===== src/rtl/fir_tap_sequencer_if.sv =====
// Bus between the FIR tap sequencer and its surroundings: the input sample
// stream plus the sample-RAM, coefficient-ROM and MAC control lines.
//   master : the sequencer (accepts samples, drives RAM/ROM/MAC controls)
//   slave  : the sample source / datapath side
// Signals:
//   in_valid, in_data, in_ready       sample stream handshake
//   ram_we, ram_wr_addr, ram_wr_din   sample RAM write port
//   ram_rd_addr                       sample RAM read port (1-cycle latency)
//   coef_addr                         coefficient ROM address (1-cycle latency)
//   mac_clr, mac_en, mac_last         MAC strobes
//   out_valid                         MAC accumulator holds a finished output
interface fir_tap_sequencer_if #(
  parameter int N = 8,
  parameter int M = 32
);
  localparam int AW = $clog2(M);

  logic          in_valid;
  logic [N-1:0]  in_data;
  logic          in_ready;
  logic          ram_we;
  logic [AW-1:0] ram_wr_addr;
  logic [N-1:0]  ram_wr_din;
  logic [AW-1:0] ram_rd_addr;
  logic [AW-1:0] coef_addr;
  logic          mac_clr;
  logic          mac_en;
  logic          mac_last;
  logic          out_valid;

  modport master (
    input  in_valid, in_data,
    output in_ready, ram_we, ram_wr_addr, ram_wr_din, ram_rd_addr,
           coef_addr, mac_clr, mac_en, mac_last, out_valid
  );

  modport slave (
    output in_valid, in_data,
    input  in_ready, ram_we, ram_wr_addr, ram_wr_din, ram_rd_addr,
           coef_addr, mac_clr, mac_en, mac_last, out_valid
  );
endinterface


===== src/rtl/fir_tap_sequencer.sv =====
// FIR tap sequencer. Keeps the sample delay line as a circular buffer in a
// dual-port RAM, clears it after reset, stores each accepted sample at the
// write pointer and then walks all M taps (newest sample with coefficient 0,
// oldest with coefficient M-1), driving the MAC strobes and flagging the
// finished output. One sample is processed every M+4 cycles.
// Ports:
//   clk  rising-edge clock
//   rst  synchronous active-high reset; aborts any operation and reruns CLEAR
//   bus  fir_tap_sequencer_if.master (sample stream, RAM/ROM/MAC controls)
module fir_tap_sequencer #(
  parameter int N = 8,
  parameter int M = 32
) (
  input  logic                 clk,
  input  logic                 rst,
  fir_tap_sequencer_if.master  bus
);
  localparam int AW = $clog2(M);
  localparam logic [AW-1:0] K_LAST = AW'(M - 1);
  localparam logic [AW:0]   M_EXT  = (AW + 1)'(M);

  typedef enum logic [2:0] {
    S_CLEAR,
    S_IDLE,
    S_WRITE,
    S_READ,
    S_DRAIN,
    S_DONE
  } state_t;

  state_t        state_q, state_d;
  logic [AW-1:0] wp_q, wp_d;
  logic [AW-1:0] k_q, k_d;
  logic [N-1:0]  samp_q, samp_d;
  logic          en_q, en_d;
  logic          clr_q, clr_d;
  logic          last_q, last_d;
  // Address/data outputs keep their last driven value when unused.
  logic [AW-1:0] wr_addr_q, wr_addr_d;
  logic [N-1:0]  din_q, din_d;
  logic [AW-1:0] rd_addr_q, rd_addr_d;
  logic [AW-1:0] coef_q, coef_d;

  logic [AW:0]   rd_wrap;
  logic [AW-1:0] rd_tap;
  logic          ready_c, we_c, ov_c;

  // (wp - k) mod M without assuming M is a power of two.
  always_comb begin
    rd_wrap = {1'b0, wp_q} + M_EXT - {1'b0, k_q};
    rd_tap  = (wp_q >= k_q) ? (wp_q - k_q) : rd_wrap[AW-1:0];
  end

  always_comb begin
    state_d   = state_q;
    wp_d      = wp_q;
    k_d       = k_q;
    samp_d    = samp_q;
    wr_addr_d = wr_addr_q;
    din_d     = din_q;
    rd_addr_d = rd_addr_q;
    coef_d    = coef_q;
    en_d      = 1'b0;
    clr_d     = 1'b0;
    last_d    = 1'b0;
    ready_c   = 1'b0;
    we_c      = 1'b0;
    ov_c      = 1'b0;
    unique case (state_q)
      S_CLEAR: begin
        we_c      = 1'b1;
        wr_addr_d = k_q;
        din_d     = '0;
        if (k_q == K_LAST) begin
          k_d     = '0;
          state_d = S_IDLE;
        end else begin
          k_d = k_q + 1'b1;
        end
      end
      S_IDLE: begin
        ready_c = 1'b1;
        if (bus.in_valid) begin
          samp_d  = bus.in_data;
          state_d = S_WRITE;
        end
      end
      S_WRITE: begin
        we_c      = 1'b1;
        wr_addr_d = wp_q;
        din_d     = samp_q;
        k_d       = '0;
        state_d   = S_READ;
      end
      S_READ: begin
        rd_addr_d = rd_tap;
        coef_d    = k_q;
        // Strobes are registered so they line up with the 1-cycle RAM/ROM data.
        en_d      = 1'b1;
        clr_d     = (k_q == '0);
        last_d    = (k_q == K_LAST);
        if (k_q == K_LAST) begin
          state_d = S_DRAIN;
        end else begin
          k_d = k_q + 1'b1;
        end
      end
      S_DRAIN: begin
        state_d = S_DONE;
      end
      S_DONE: begin
        ov_c    = 1'b1;
        wp_d    = (wp_q == K_LAST) ? '0 : wp_q + 1'b1;
        state_d = S_IDLE;
      end
      default: begin
        state_d = S_CLEAR;
      end
    endcase
  end

  always_ff @(posedge clk) begin
    if (rst) begin
      state_q   <= S_CLEAR;
      wp_q      <= '0;
      k_q       <= '0;
      samp_q    <= '0;
      en_q      <= 1'b0;
      clr_q     <= 1'b0;
      last_q    <= 1'b0;
      wr_addr_q <= '0;
      din_q     <= '0;
      rd_addr_q <= '0;
      coef_q    <= '0;
    end else begin
      state_q   <= state_d;
      wp_q      <= wp_d;
      k_q       <= k_d;
      samp_q    <= samp_d;
      en_q      <= en_d;
      clr_q     <= clr_d;
      last_q    <= last_d;
      wr_addr_q <= wr_addr_d;
      din_q     <= din_d;
      rd_addr_q <= rd_addr_d;
      coef_q    <= coef_d;
    end
  end

  // Control outputs are forced low for the whole time rst is high, not only
  // from the cycle after the first reset edge.
  assign bus.in_ready    = ready_c & ~rst;
  assign bus.ram_we      = we_c & ~rst;
  assign bus.out_valid   = ov_c & ~rst;
  assign bus.mac_en      = en_q & ~rst;
  assign bus.mac_clr     = clr_q & ~rst;
  assign bus.mac_last    = last_q & ~rst;
  assign bus.ram_wr_addr = wr_addr_d;
  assign bus.ram_wr_din  = din_d;
  assign bus.ram_rd_addr = rd_addr_d;
  assign bus.coef_addr   = coef_d;
endmodule


===== src/flat_wrapper.sv =====
// flat-port wrapper written by rule: the top's interface ports become plain ports
module fir_tap_sequencer_flat 
#(
  parameter int N = 8,
  parameter int M = 32
)
  (clk, rst, bus_in_valid, bus_in_data, bus_in_ready, bus_ram_we, bus_ram_wr_addr, bus_ram_wr_din, bus_ram_rd_addr, bus_coef_addr, bus_mac_clr, bus_mac_en, bus_mac_last, bus_out_valid);
  fir_tap_sequencer_if #(.N(N), .M(M)) bus_i ();
  input  logic clk;
  input  logic rst;
  input wire logic [$bits(bus_i.in_valid)-1:0] bus_in_valid;
  input wire logic [$bits(bus_i.in_data)-1:0] bus_in_data;
  output wire logic [$bits(bus_i.in_ready)-1:0] bus_in_ready;
  output wire logic [$bits(bus_i.ram_we)-1:0] bus_ram_we;
  output wire logic [$bits(bus_i.ram_wr_addr)-1:0] bus_ram_wr_addr;
  output wire logic [$bits(bus_i.ram_wr_din)-1:0] bus_ram_wr_din;
  output wire logic [$bits(bus_i.ram_rd_addr)-1:0] bus_ram_rd_addr;
  output wire logic [$bits(bus_i.coef_addr)-1:0] bus_coef_addr;
  output wire logic [$bits(bus_i.mac_clr)-1:0] bus_mac_clr;
  output wire logic [$bits(bus_i.mac_en)-1:0] bus_mac_en;
  output wire logic [$bits(bus_i.mac_last)-1:0] bus_mac_last;
  output wire logic [$bits(bus_i.out_valid)-1:0] bus_out_valid;
  assign bus_i.in_valid = bus_in_valid;
  assign bus_i.in_data = bus_in_data;
  assign bus_in_ready = bus_i.in_ready;
  assign bus_ram_we = bus_i.ram_we;
  assign bus_ram_wr_addr = bus_i.ram_wr_addr;
  assign bus_ram_wr_din = bus_i.ram_wr_din;
  assign bus_ram_rd_addr = bus_i.ram_rd_addr;
  assign bus_coef_addr = bus_i.coef_addr;
  assign bus_mac_clr = bus_i.mac_clr;
  assign bus_mac_en = bus_i.mac_en;
  assign bus_mac_last = bus_i.mac_last;
  assign bus_out_valid = bus_i.out_valid;
  fir_tap_sequencer #(.N(N), .M(M)) u_core (.clk(clk), .rst(rst), .bus(bus_i));
endmodule

===== config.mk =====
export PLATFORM = sky130hd
export DESIGN_NAME = fir_tap_sequencer_flat
export DESIGN_NICKNAME = d
export VERILOG_FILES = /design/src/rtl/fir_tap_sequencer_if.sv /design/src/rtl/fir_tap_sequencer.sv /design/src/flat_wrapper.sv
export SDC_FILE = /design/constraint.sdc
export NUM_CORES = 1
export LEC_CHECK = 0
export CAP_MARGIN = 20
export CELL_PAD_IN_SITES_DETAIL_PLACEMENT = 1
export CELL_PAD_IN_SITES_GLOBAL_PLACEMENT = 1
export CORE_MARGIN = 4
export CORE_UTILIZATION = 42
export DETAILED_ROUTE_END_ITERATION = 16
export MAX_ROUTING_LAYER = met4
export PLACE_DENSITY = 0.92
export SLEW_MARGIN = 5
export SYNTH_ARGS = -nofsm -noshare
export SYNTH_HDL_FRONTEND = slang
export SYNTH_SLANG_ARGS = --single-unit

===== constraint.sdc =====
create_clock -name clk -period 3.55 [get_ports clk]
set_clock_uncertainty 0.1 [all_clocks]
set_input_delay 0.71 -clock clk [delete_from_list [all_inputs] [get_ports clk]]
set_output_delay 0.71 -clock clk [all_outputs]
set_load 0.05 [all_outputs]

## After elaboration in Yosys (flattened, before gate mapping)

Cells that the tools add are included.

| word-level totals | value |
|---|---|
| register bits | 47 |
| bits of input ports | 11 |
| output and inout port bits | 29 |
| logic and storage cells | 61 |

| operators by class | value |
|---|---|
| add/subtract/negate cells | 5 |
| order comparisons | 1 |
| eq/ne operators | 11 |
| mux-type cells | 17 |
| bitwise logic cells | 8 |
| reduce and logical (&&, ||, !) cells | 8 |

Operators by type and width:

| cell | number |
|---|---|
| $mux W5 | 6 |
| $pmux W3 S6 | 1 |
| $pmux W8 S2 | 1 |
| $add A5 B1 Y5 const B | 3 |
| $pmux W5 S3 | 1 |
| $eq A5 B5 Y1 const B | 2 |
| $pmux W5 S2 | 1 |
| $sub A5 B5 Y5 | 2 |
| $mux W3 | 3 |
| $and A1 B1 Y1 | 6 |
| $eq A3 B2 Y1 const B | 2 |
| $eq A3 B3 Y1 const B | 2 |
| $ge A5 B5 Y1 | 1 |
| $logic_not A5 Y1 | 1 |
| $mux W1 | 4 |
| $ne A2 B1 Y1 const B | 2 |
| $ne A2 B2 Y1 const B | 2 |
| $reduce_and A2 Y1 | 2 |
| $reduce_or A2 Y1 | 2 |
| $eq A3 B1 Y1 const B | 1 |
| $logic_not A3 Y1 | 1 |
| $reduce_and A3 Y1 | 1 |
| $reduce_bool A3 Y1 | 1 |
| $not A1 Y1 | 2 |

## Logic depth before layout (Yosys ltp)

Gate-level depths: netlist (run 1).

| logic depth | value |
|---|---|
| depth in word-level cells | 4 |
| mapped depth | 9 |
| mapped depth without buffers | 8 |

## Least setup slack after synthesis (run 1)

Ideal clock, no wire load.

| timing | value |
|---|---|
| path type | register to output |
| start point | reg u_core.wp_q[0] |
| end point | out bus_ram_rd_addr[4] |
| data arrival time | 2.502 ns |
| data required time | 2.740 ns |
| path slack | 0.238 ns |
| stages on the path, launching flop included | 8 |
| buffers on the path | 0 |
| cells stage by stage | dfxtp_1 inv_1 ha_1 fa_1 nand2b_1 a21oi_1 xnor2_1 o21ai_0 |

| between the ends | value |
|---|---|
| longest elaborated chain between the ends | 4 |
| elaborated cells between the ends (all ways) | 6 |
| those cells by class | add/sub (3); order compare (1); mux (2) |

Ends and longest elaborated chain:

| element | RTL line | text |
|---|---|---|
| start: declaration | fir_tap_sequencer.sv:32 | `logic [AW-1:0] wp_q, wp_d;` |
| start signal: assignment | fir_tap_sequencer.sv:137 | `wp_q <= wp_d;` |
| $add A5 B1 Y5 | fir_tap_sequencer.sv:50 | `rd_wrap = {1'b0, wp_q} + M_EXT - {1'b0, k_q};` |
| $sub A5 B5 Y5 | fir_tap_sequencer.sv:50 |  |
| $mux W5 (*) | fir_tap_sequencer.sv:51 | `rd_tap = (wp_q >= k_q) ? (wp_q - k_q) : rd_wrap[AW-1:0];` |
| $mux W5 (*) | fir_tap_sequencer.sv:69 | `unique case (state_q)` |
| end: declaration | flat_wrapper.sv:17 | `output wire logic [$bits(bus_i.ram_rd_addr)-1:0] bus_ram_rd_addr;` |

Every way passes the cells marked *; elsewhere a longest branch is shown, timed or not.

## Final worst setup path (run 1)

| timing | value |
|---|---|
| start point | reg u_core.state_q[0] |
| end point | out bus_ram_wr_din[7] |

| between the ends | value |
|---|---|
| longest elaborated chain between the ends | 2 |
| elaborated cells between the ends (all ways) | 3 |
| those cells by class | eq/ne (1); mux (1); reduce/logical (1) |

Ends and longest elaborated chain:

| element | RTL line | text |
|---|---|---|
| start: declaration | fir_tap_sequencer.sv:31 | `state_t state_q, state_d;` |
| start signal: assignment | fir_tap_sequencer.sv:136 | `state_q <= state_d;` |
| $eq A3 B2 Y1 or $logic_not A3 Y1 (tied branches) | fir_tap_sequencer.sv:69 |  |
| $pmux W8 S2 (*) | fir_tap_sequencer.sv:69 |  |
| end: declaration | flat_wrapper.sv:16 | `output wire logic [$bits(bus_i.ram_wr_din)-1:0] bus_ram_wr_din;` |

Marks and branches as above.

==> results.md, run 1 <==
* DRT iter0 DRCs at 116
* Initial Utilization at 0.439
* Initial antenna violation count at 0
* Critical path class: reg2out
* Hold path endpoint: u_core.rd_addr_q[3]
* Synthesized Nets at 292
* Routed Antenna Nets at 0
* CTS Buf Count at 5
* Final Non-Filler Cells at 376
* Post-cts hold buffer count at 0
* Pre-CTS setup slack at 0.510 ns
* YS warnings at 0
* Syn Inst Count at 271
* Worst r2r path cells at 8
* Mux contribution to synthesized area at 0.0716
* Top Ports at 40
* Antenna diode count at 0
* Cell Rows at 26
* Setup violations, final at 0
* Post-Syn Area at 2250 µm²
* CTS Buffer Depth at 2
* Layout filler cell count at 624
* Max Slew Vio Count at 0
* Hold Crit Depth at 2
* Post-CTS Resized at 0
* Max Freq at 307 MHz
* Final WS setup at 0.297 ns
* Vias in the first global route at 2104
* Synth unique cells at 41
* CP required at 2.74 ns
* Xor and xnor area share after synthesis at 0.0194
* Largest family of logic cells by synthesized area: simple AND/OR/NAND/NOR gates
* Share of layout cells above drive strength 1 at 0.101
* Worst Setup End Kind: output port
* Worst skew pair latency at 0.31 ns
* Sequential share of the synthesized area at 0.417
* Post-DR wirelength/cell at 15.5 µm
* Full die area at 6600 µm²
* Vias per Instance at 5.23
* Compound-Gate Fraction of Synth Area at 0.128
* Hold Path Class: reg2reg
* Via count at 1968
* Max-Slew Margin vs Limit at 0.562
* Residual DRC at 0
* Arr. time, crit path at 2.44 ns
* Gpl congestion at 0.844
* Status: finished, final reports clean
* # port buffers at 39
* Avg Synthesized Cell Area at 8.32 µm²
* Synth Area in Adders at 0.0588
* Startpoint Class: flop
* RSZ-0062 raised after global routing: false
* Die width at 81.3 µm
* Routed WL at 5840 µm
* Core Util, Final at 0.561
* Worst reg2reg path startpoint: u_core.k_q[1]
* HP Start: u_core.rd_addr_q[3]
* TNS Setup at 0 ns
* Die height at 81.3 µm
* DP Cell Count at 368
* DRT Pass-1 Iters at 4
* First-pass GRT wire length at 9890 µm
* Tmin final at 3.25 ns
* Largest net degree at the start of global routing at 30
* Area after DPL at 2790 µm²
* R2r setup slk at 1.41 ns
* Tot GR Track Use at 0.199
* Synth Area in Simple Gates at 0.249
* Min Hold Slack at 0.372 ns
* Post-CTS Setup Bufs at 0
* Worst r2r dst: u_core.k_q[4]
* Total gr overflow at 0
* Layout net count at 326
* Number of flops mapped to enable cells by yosys at 0
* Worst slew pin tran at 0.654 ns
* Placed wire-length estimate at 4380 µm
* Max IR drop VDD at 0.235 mV
* Crit-path max FO at 18
* Yosys reg bits at 47
* Clock slew at reported path FFs at 0.09 ns
* Overall Power at 0.948 mW
* Final Hold Vio Count at 0
* Leak pwr at 1.13 nW
* Clock root buffer: clkbuf_8
* TritonCTS Sinks at 47
* Synth Flop Type: dfxtp_1
* Design Area, Final at 2880 µm²
* Area grow syn2layout at 27.9%
* Post-synth ARST share at 0
* Final period utilization at 0.916
* Max-cap viol count at 0
* CORE AREA at 5140 µm²
* CTS tree: built
* H-tree depth at 2
* PwrDens at 329 nW/µm²
[critical path, stage by stage, from the launching register on]
cell	delay, ns
dfxtp_2	0.43
nor2_1	0.55
nand3_1	0.22
nand2_1	0.12
clkdlybuf4s50_1	0.81
[worst max path at each step]
| stage | from | end | depth (start not counted) |
|---|---|---|---|
| 6_report | u_core.state_q[0] | bus_ram_wr_din[7] | 4 |
| 2_1_floorplan | u_core.wp_q[0] | bus_ram_rd_addr[4] | 7 |
| 3_3_place_gp | u_core.state_q[0] | bus_ram_wr_addr[3] | 4 |
| 4_1_cts | u_core.state_q[0] | bus_ram_wr_din[7] | 4 |
| 5_1_grt | u_core.state_q[0] | bus_ram_wr_din[6] | 4 |
| 3_5_place_dp | u_core.state_q[0] | bus_ram_wr_din[7] | 4 |
[sequential cells by signal (all words and copies together), names as in the netlist]
name / count
u_core.k_q: 5
u_core.coef_q: 5
u_core.wr_addr_q: 5
u_core.en_q: 1
u_core.last_q: 1
u_core.clr_q: 1
u_core.wp_q: 5
u_core.din_q: 8
u_core.samp_q: 8
u_core.rd_addr_q: 5
u_core.state_q: 3
[power breakdown]
| group | internal, mW | switching [mW] | leakage (nW) |
|---|---|---|---|
| sequential | 0.532 | 0.00650 | 0.380 |
| clock | 0.137 | 0.188 | 0.0402 |
| combinational | 0.0347 | 0.0488 | 0.709 |
[cell type report]
class	instances	area, µm²	area share
clock inverter	3	20.0	0.00694
multi-input combinational	195	1190	0.412
sequential	47	942	0.327
inverter	10	37.5	0.0130
tap	70	87.6	0.0304
clock buffer	5	68.8	0.0239
timing repair buffer	46	538	0.187
[cells in the mapped netlist (all sizes together) (2+ instances only)]
| library cell | number | area share |
|---|---|---|
| buf | 10 | 0.024 |
| inv | 10 | 0.017 |
| nand3b | 4 | 0.019 |
| o21ai | 17 | 0.038 |
| ha | 9 | 0.050 |
| mux2i | 15 | 0.067 |
| and3 | 2 | 0.0055 |
| nor2 | 27 | 0.048 |
| nand3 | 10 | 0.022 |
| nand2b | 6 | 0.017 |
| xnor2 | 4 | 0.016 |
| dfxtp | 47 | 0.42 |
| a31oi | 2 | 0.0055 |
| nor3 | 6 | 0.013 |
| a211oi | 2 | 0.0067 |
| nand2 | 36 | 0.060 |
| nor2b | 16 | 0.044 |
| clkbuf | 9 | 0.015 |
| a21oi | 22 | 0.049 |
[routing by layer]
| layer | vias to the layer above | wire length [µm] | global-route usage |
|---|---|---|---|
| li1 | 978 | - | - |
| met1 | 955 | 2560 | 0.227 |
| met2 | 33 | 3060 | 0.353 |
| met3 | 2 | 194 | 0.0466 |
| met4 | 0 | 21 | 0.0456 |
| met5 | - | 0 | - |
[layout by cell type (no fill, tap or decap), types with 2 or more instances in the layout]
| cell | netlist | layout |
|---|---|---|
| a211oi_1 | 2 | 2 |
| a21oi_1 | 22 | 22 |
| a31oi_1 | 2 | 2 |
| and3_1 | 2 | 2 |
| buf_12 | 0 | 10 |
| buf_4 | 0 | 7 |
| clkbuf_8 | 0 | 5 |
| clkdlybuf4s50_1 | 0 | 28 |
| clkinvlp_4 | 0 | 2 |
| dfxtp_1 | 47 | 46 |
| ha_1 | 9 | 9 |
| inv_1 | 10 | 10 |
| mux2i_1 | 15 | 15 |
| nand2_1 | 36 | 36 |
| nand2b_1 | 6 | 6 |
| nand3_1 | 10 | 10 |
| nand3b_1 | 3 | 3 |
| nor2_1 | 26 | 26 |
| nor2b_1 | 16 | 16 |
| nor3_1 | 6 | 6 |
| o21ai_0 | 12 | 12 |
| o21ai_1 | 5 | 5 |
| xnor2_1 | 4 | 4 |
[cells by family after synthesis]
family                   Yosys count
flip-flops                        47
AND/OR/NAND/NOR                  113
AO/OA/AOI/OAI                     51
XOR/XNOR                           5
adder cells (fa/ha/maj)           10
multiplexers                      16
buffers and inverters             29
No activity file was read; power rests on OpenSTA's default activity.
==> inputs of run 2 (changes only) <==
--- a/config.mk
+++ b/config.mk
@@ -5,14 +5,16 @@
 export SDC_FILE = /design/constraint.sdc
 export NUM_CORES = 1
 export LEC_CHECK = 0
+export ABC_AREA = 1
 export CAP_MARGIN = 20
 export CELL_PAD_IN_SITES_DETAIL_PLACEMENT = 1
 export CELL_PAD_IN_SITES_GLOBAL_PLACEMENT = 1
 export CORE_MARGIN = 4
-export CORE_UTILIZATION = 42
+export CORE_UTILIZATION = 40
 export DETAILED_ROUTE_END_ITERATION = 16
 export MAX_ROUTING_LAYER = met4
-export PLACE_DENSITY = 0.92
+export PLACE_DENSITY = 0.91
+export REMOVE_ABC_BUFFERS = 1
 export SLEW_MARGIN = 5
 export SYNTH_ARGS = -nofsm -noshare
 export SYNTH_HDL_FRONTEND = slang
==> results.md, run 2 <==
* Post-CTS Setup Bufs at 0
* Max-cap viol count at 0
* Design Area, Final at 2850 µm²
* Psw at 0.656 mW
* Post-CTS Resized at 0
* Arr. time, crit path at 2.51 ns
* Critical path class: reg2out
* Clock slew at reported path FFs at 0.09 ns
* Avg Synthesized Cell Area at 7.19 µm²
* TritonCTS Sinks at 47
* Int Power at 1.02 mW
* Max IR drop VDD at 0.212 mV
* CTS Buf Count at 5
* DRT iter0 DRCs at 57
* Post-Syn Area at 2240 µm²
* CP required at 2.74 ns
* Synth unique cells at 26
* Cell accounting for the most synthesized area: dfxtp_1
* Largest net degree at the start of global routing at 23
* Routed WL at 5850 µm
* Via count at 2126
* Share of the synthesized area in the top cell type at 0.420
* Crit. Startpoint: u_core.wp_q[0]
* Initial antenna violation count at 0
* Worst reg2reg path startpoint: u_core.k_q[1]
* Cell with the most instances after synthesis: nand2_1
* Syn Inst Count at 312
* Residual DRC at 0
* Max Freq at 302 MHz
* Post-cts hold buffer count at 0
* Yosys reg bits at 47
* Hold path endpoint: u_core.din_q[0]
* Most frequent cells after synthesis: 66 x nand2_1, 47 x dfxtp_1, 42 x inv_1, 40 x nor2_1, 25 x nand3_1
* Area after DPL at 2730 µm²
* Final period utilization at 0.934
* Die width at 82.9 µm
* Worst Setup End Kind: output port
* Layout net count at 371
* Startpoint Class: flop
* Clock share of power at 0.244
* Max Slew Vio Count at 0
* Grt peak-use layer: met2
* Cell Rows at 26
* Tmin final at 3.32 ns
* TNS Setup at 0 ns
* Met2 Use GR at 0.319
* Combinational Power Share at 0.379
* YS warnings at 0
* Worst r2r dst: u_core.state_q[0]
* Min Hold Slack at 0.380 ns
* Worst slew pin tran at 0.523 ns
* Status: finished, final reports clean
* Met3 usage at 0.0465
* Tot GR Track Use at 0.182
* Top Ports at 40
* Share of layout cells above drive strength 1 at 0.0855
* PwrDens at 588 nW/µm²
* Post-synth ARST share at 0
* Synth Flop Type: dfxtp_1
* Gpl congestion at 0.845
* DRT Pass-1 Iters at 4
* Vias per Instance at 5.05
* Most common cell after layout, fill and taps aside: nand2_1
* Hold Path Class: reg2reg
* Worst skew pair latency at 0.31 ns
* CORE AREA at 5270 µm²
* Largest regs: u_core.din_q x8, u_core.samp_q x8
* Post-DR wirelength/cell at 13.9 µm
* Placed wire-length estimate at 4290 µm
* Full die area at 6870 µm²
* Sequential share of the synthesized area at 0.420
* Max-Slew Margin vs Limit at 0.650
* Top post-synthesis cells by area: dfxtp_1 42%, nand2_1 11%, inv_1 7.0%
* Clock root buffer: clkbuf_8
* Sw Share at 0.391
* Area grow syn2layout at 27.2%
* Routed Antenna Nets at 0
* H-tree depth at 2
* Initial Utilization at 0.425
* Antenna diode count at 0
* Setup violations, final at 0
* Hold Crit Depth at 2
* HP Start: u_core.din_q[0]
* Number of flops mapped to enable cells by yosys at 0
* CTS Buffer Depth at 2
* First-pass GRT wire length at 10200 µm
* Total gr overflow at 0
* # port buffers at 39
* Worst r2r path cells at 9
* Die height at 82.9 µm
* Sequential power share at 0.376
* Met1 Use GR at 0.203
* Crit-path max FO at 5
* CTS tree: built
* Leak pwr at 1.36 nW
* Vias in the first global route at 2259
* RSZ-0062 raised after global routing: false
* Most frequent cells in the layout: 66 x nand2_1, 47 x dfxtp_1, 42 x inv_1
* Final Hold Vio Count at 0
* R2r setup slk at 1.66 ns
[run 2: cell type report]
cell class	instances	area, µm²
Inverter	44	165
Timing Repair Buffer	41	470
Sequential cell	47	941
Tap cell	70	87.6
Clock buffer	6	82.6
Multi-Input combinational cell	211	1070
Fill cell	688	2420
Clock inverter	2	35.0
[run 2: cell families (layout without fill, tap and decap cells)]
group / count (synthesis) / in the layout / synth area share
AO/OA/AOI/OAI: 48 / 48 / 0.119
buffers and inverters: 54 / 93 / 0.103
AND/OR/NAND/NOR: 151 / 151 / 0.291
flip-flops: 47 / 47 / 0.420
XOR/XNOR: 2 / 2 / 0.00781
adder cells (fa/ha/maj): 10 / 10 / 0.0592
[run 2: stage by stage]
| stage | cells | util | worst slack [ns] | power (mW) |
|---|---|---|---|---|
| 6_report | 421 | 0.541 | 0.234 | 1.68 |
| 5_1_grt | 421 | 0.541 | 0.0316 | 1.79 |
| 4_1_cts | 421 | 0.540 | 0.0531 | 1.69 |
| 3_5_place_dp | 413 | 0.518 | 0.402 | 1.28 |
| 3_3_place_gp | 413 | 0.518 | 0.481 | 1.26 |
| 2_1_floorplan | 302 | - | 1.07 | 1.07 |
[run 2: worst max-delay path by stage]
| stage | end | slack (ns) | cells after the start |
|---|---|---|---|
| 2_1_floorplan | bus_ram_rd_addr[4] | 1.07 | 10 |
| 3_3_place_gp | bus_ram_rd_addr[4] | 0.48 | 11 |
| 3_5_place_dp | bus_ram_rd_addr[4] | 0.40 | 11 |
| 4_1_cts | bus_ram_rd_addr[4] | 0.05 | 11 |
| 5_1_grt | bus_ram_rd_addr[3] | 0.03 | 9 |
| 6_report | bus_ram_rd_addr[1] | 0.23 | 7 |
[run 2: power by group through the flow]
stage                     Sequential, mW  Clock, mW  Combinational (mW)
after floorplan                    0.630          0               0.442
after global placement             0.639          0               0.624
after detailed placement           0.642          0               0.639
after CTS                          0.631      0.419               0.644
after global routing               0.640      0.442               0.707
final                              0.632      0.410               0.636
[run 2: worst max-delay path: stages (launching register included)]
cell	delay, ns
dfxtp_1	0.42
inv_1	0.07
ha_1	0.21
fa_1	0.48
inv_1	0.03
o21ai_0	0.23
inv_1	0.06
clkdlybuf4s50_1	0.70
[run 2: layer usage]
metal,vias up,routed length [µm]
met5,-,0
met3,8,248
met4,0,79
li1,1063,-
met2,40,2850
met1,1015,2680
==> inputs of run 3 (changes only) <==
--- a/config.mk
+++ b/config.mk
@@ -5,15 +5,14 @@
 export SDC_FILE = /design/constraint.sdc
 export NUM_CORES = 1
 export LEC_CHECK = 0
-export ABC_AREA = 1
 export CAP_MARGIN = 20
 export CELL_PAD_IN_SITES_DETAIL_PLACEMENT = 1
 export CELL_PAD_IN_SITES_GLOBAL_PLACEMENT = 1
 export CORE_MARGIN = 4
-export CORE_UTILIZATION = 40
+export CORE_UTILIZATION = 42
 export DETAILED_ROUTE_END_ITERATION = 16
 export MAX_ROUTING_LAYER = met4
-export PLACE_DENSITY = 0.91
+export PLACE_DENSITY = 0.92
 export REMOVE_ABC_BUFFERS = 1
 export SLEW_MARGIN = 5
 export SYNTH_ARGS = -nofsm -noshare
==> results.md, run 3 (synthesized netlist as in run 1, its figures left out) <==
* Routed Antenna Nets at 0
* Vias per Instance at 5.25
* Critical path depth in cells at 8
* Startpoint Class: flop
* Clock slew at reported path FFs at 0.08 ns
* Largest net degree at the start of global routing at 27
* Core Util, Final at 0.561
* Antenna diode count at 0
* Share of layout cells above drive strength 1 at 0.0891
* Design Area, Final at 2880 µm²
* Die height at 81.3 µm
* Residual DRC at 0
* Routed WL at 5570 µm
* CP top delay family: adder cells
* Slowest cell delay on critical path at 0.46 ns
* Hold Path Class: reg2reg
* Status: finished, final reports clean
* CORE AREA at 5140 µm²
* Arr. time, crit path at 2.40 ns
* Overall Power at 1.00 mW
* DP Cell Count at 366
* Worst Setup End Kind: output port
* Placed wire-length estimate at 3960 µm
* Crit. Startpoint: u_core.wp_q[0]
* Worst skew pair latency at 0.30 ns
* # port buffers at 39
* Crit-path max FO at 7
* Critical path class: reg2out
* Top Ports at 40
* R2r setup slk at 1.36 ns
* Die width at 81.3 µm
* Max-cap viol count at 0
* Tot GR Track Use at 0.194
* Register area at 942 µm²
* First-pass GRT wire length at 9740 µm
* Post-cts hold buffer count at 0
* Gpl congestion at 0.812
* Initial antenna violation count at 0
* Post-CTS Resized at 0
* CP endpoint: bus_ram_rd_addr[4]
* Area grow syn2layout at 27.8%
* Final period utilization at 0.905
* Initial Utilization at 0.439
* CP required at 2.74 ns
* Clock root buffer: clkbuf_8
* CTS Buf Count at 5
* Layout net count at 324
* Leak pwr at 1.13 nW
* Via count at 1959
* Layout filler cell count at 629
* Area occupied by multi-input gates at 1190 µm²
* CTS Buffer Depth at 2
* Worst slew pin tran at 0.596 ns
* Worst-path cell chain: inv_1 -> ha_1 -> fa_1 -> nand2b_1 -> a21oi_1 -> xnor2_1 -> o21ai_0 -> buf_12
* WP buf/inv at 2
* Setup violations, final at 0
* Total gr overflow at 0
* Post-DR wirelength/cell at 14.9 µm
* Post-CTS Setup Bufs at 0
* Worst reg2reg path startpoint: u_core.k_q[1]
* Largest regs: u_core.din_q x8, u_core.samp_q x8
* TritonCTS Sinks at 47
* Full die area at 6600 µm²
* Area after DPL at 2780 µm²
* PwrDens at 348 nW/µm²
* DRT Pass-1 Iters at 4
* Most common cell after layout, fill and taps aside: dfxtp_1
* H-tree depth at 2
* Final Non-Filler Cells at 373
* Most frequent cells in the layout: 46 x dfxtp_1, 36 x nand2_1, 28 x clkdlybuf4s50_1
* Cell Rows at 26
* Worst r2r dst: u_core.k_q[4]
* Tmin final at 3.21 ns
* CP max stage cell: dfxtp_1
* RSZ-0062 raised after global routing: false
* Max-Slew Margin vs Limit at 0.601
* Max Freq at 311 MHz
* TNS Setup at 0 ns
* Final Hold Vio Count at 0
* Max IR drop VDD at 0.188 mV
* Worst r2r path cells at 8
* Vias in the first global route at 2041
* CTS tree: built
* DRT iter0 DRCs at 88
* Max Slew Vio Count at 0
-- run 3: worst min-delay path by stage --
| stage | endpoint | slack (ns) | cells after the start | startpoint |
|---|---|---|---|---|
| 3_3_place_gp | u_core.din_q[6] | 0.35 | 2 | u_core.din_q[6] |
| 3_5_place_dp | u_core.din_q[3] | 0.36 | 2 | u_core.din_q[3] |
| 2_1_floorplan | u_core.din_q[0] | 0.33 | 2 | u_core.din_q[0] |
| 5_1_grt | u_core.din_q[2] | 0.39 | 2 | u_core.din_q[2] |
| 6_report | u_core.din_q[6] | 0.37 | 2 | u_core.din_q[6] |
| 4_1_cts | u_core.din_q[6] | 0.37 | 2 | u_core.din_q[6] |
-- run 3: power by group --
group          switching [mW]  leakage (nW)  internal, mW
Combinational          0.0491         0.698        0.0343
Sequential            0.00751         0.380         0.532
Clock                   0.174        0.0513         0.207
Total                   0.231          1.13         0.773
-- run 3: area by class of cell --
type,count,area share
Multi-Input combinational cell,195,0.413
Inverter,10,0.0130
Sequential cell,47,0.327
Timing Repair Buffer,44,0.182
Tap cell,70,0.0304
Clock inverter,1,0.0104
Clock buffer,6,0.0252
-- run 3: metal layers --
metal / part of all wire / global-route usage / vias up
met5: 0 / - / -
met4: 0.016 / 0.0642 / 0
met3: 0.038 / 0.0366 / 11
met2: 0.47 / 0.317 / 45
met1: 0.48 / 0.241 / 926
li1: - / - / 977
-- run 3: through the flow --
stage                     hold WS, ns  setup WS (ns)
after floorplan                 0.333          0.130
final                           0.367          0.336
after CTS                       0.370          0.177
after global placement          0.348          0.575
after global routing            0.388          0.140
after detailed placement        0.358          0.534
-- run 3: tightest hold or removal path, cell delays in order (launching register included) --
cell	delay (ns)
dfxtp_1	0.31
nand2_1	0.06
a21oi_1	0.06
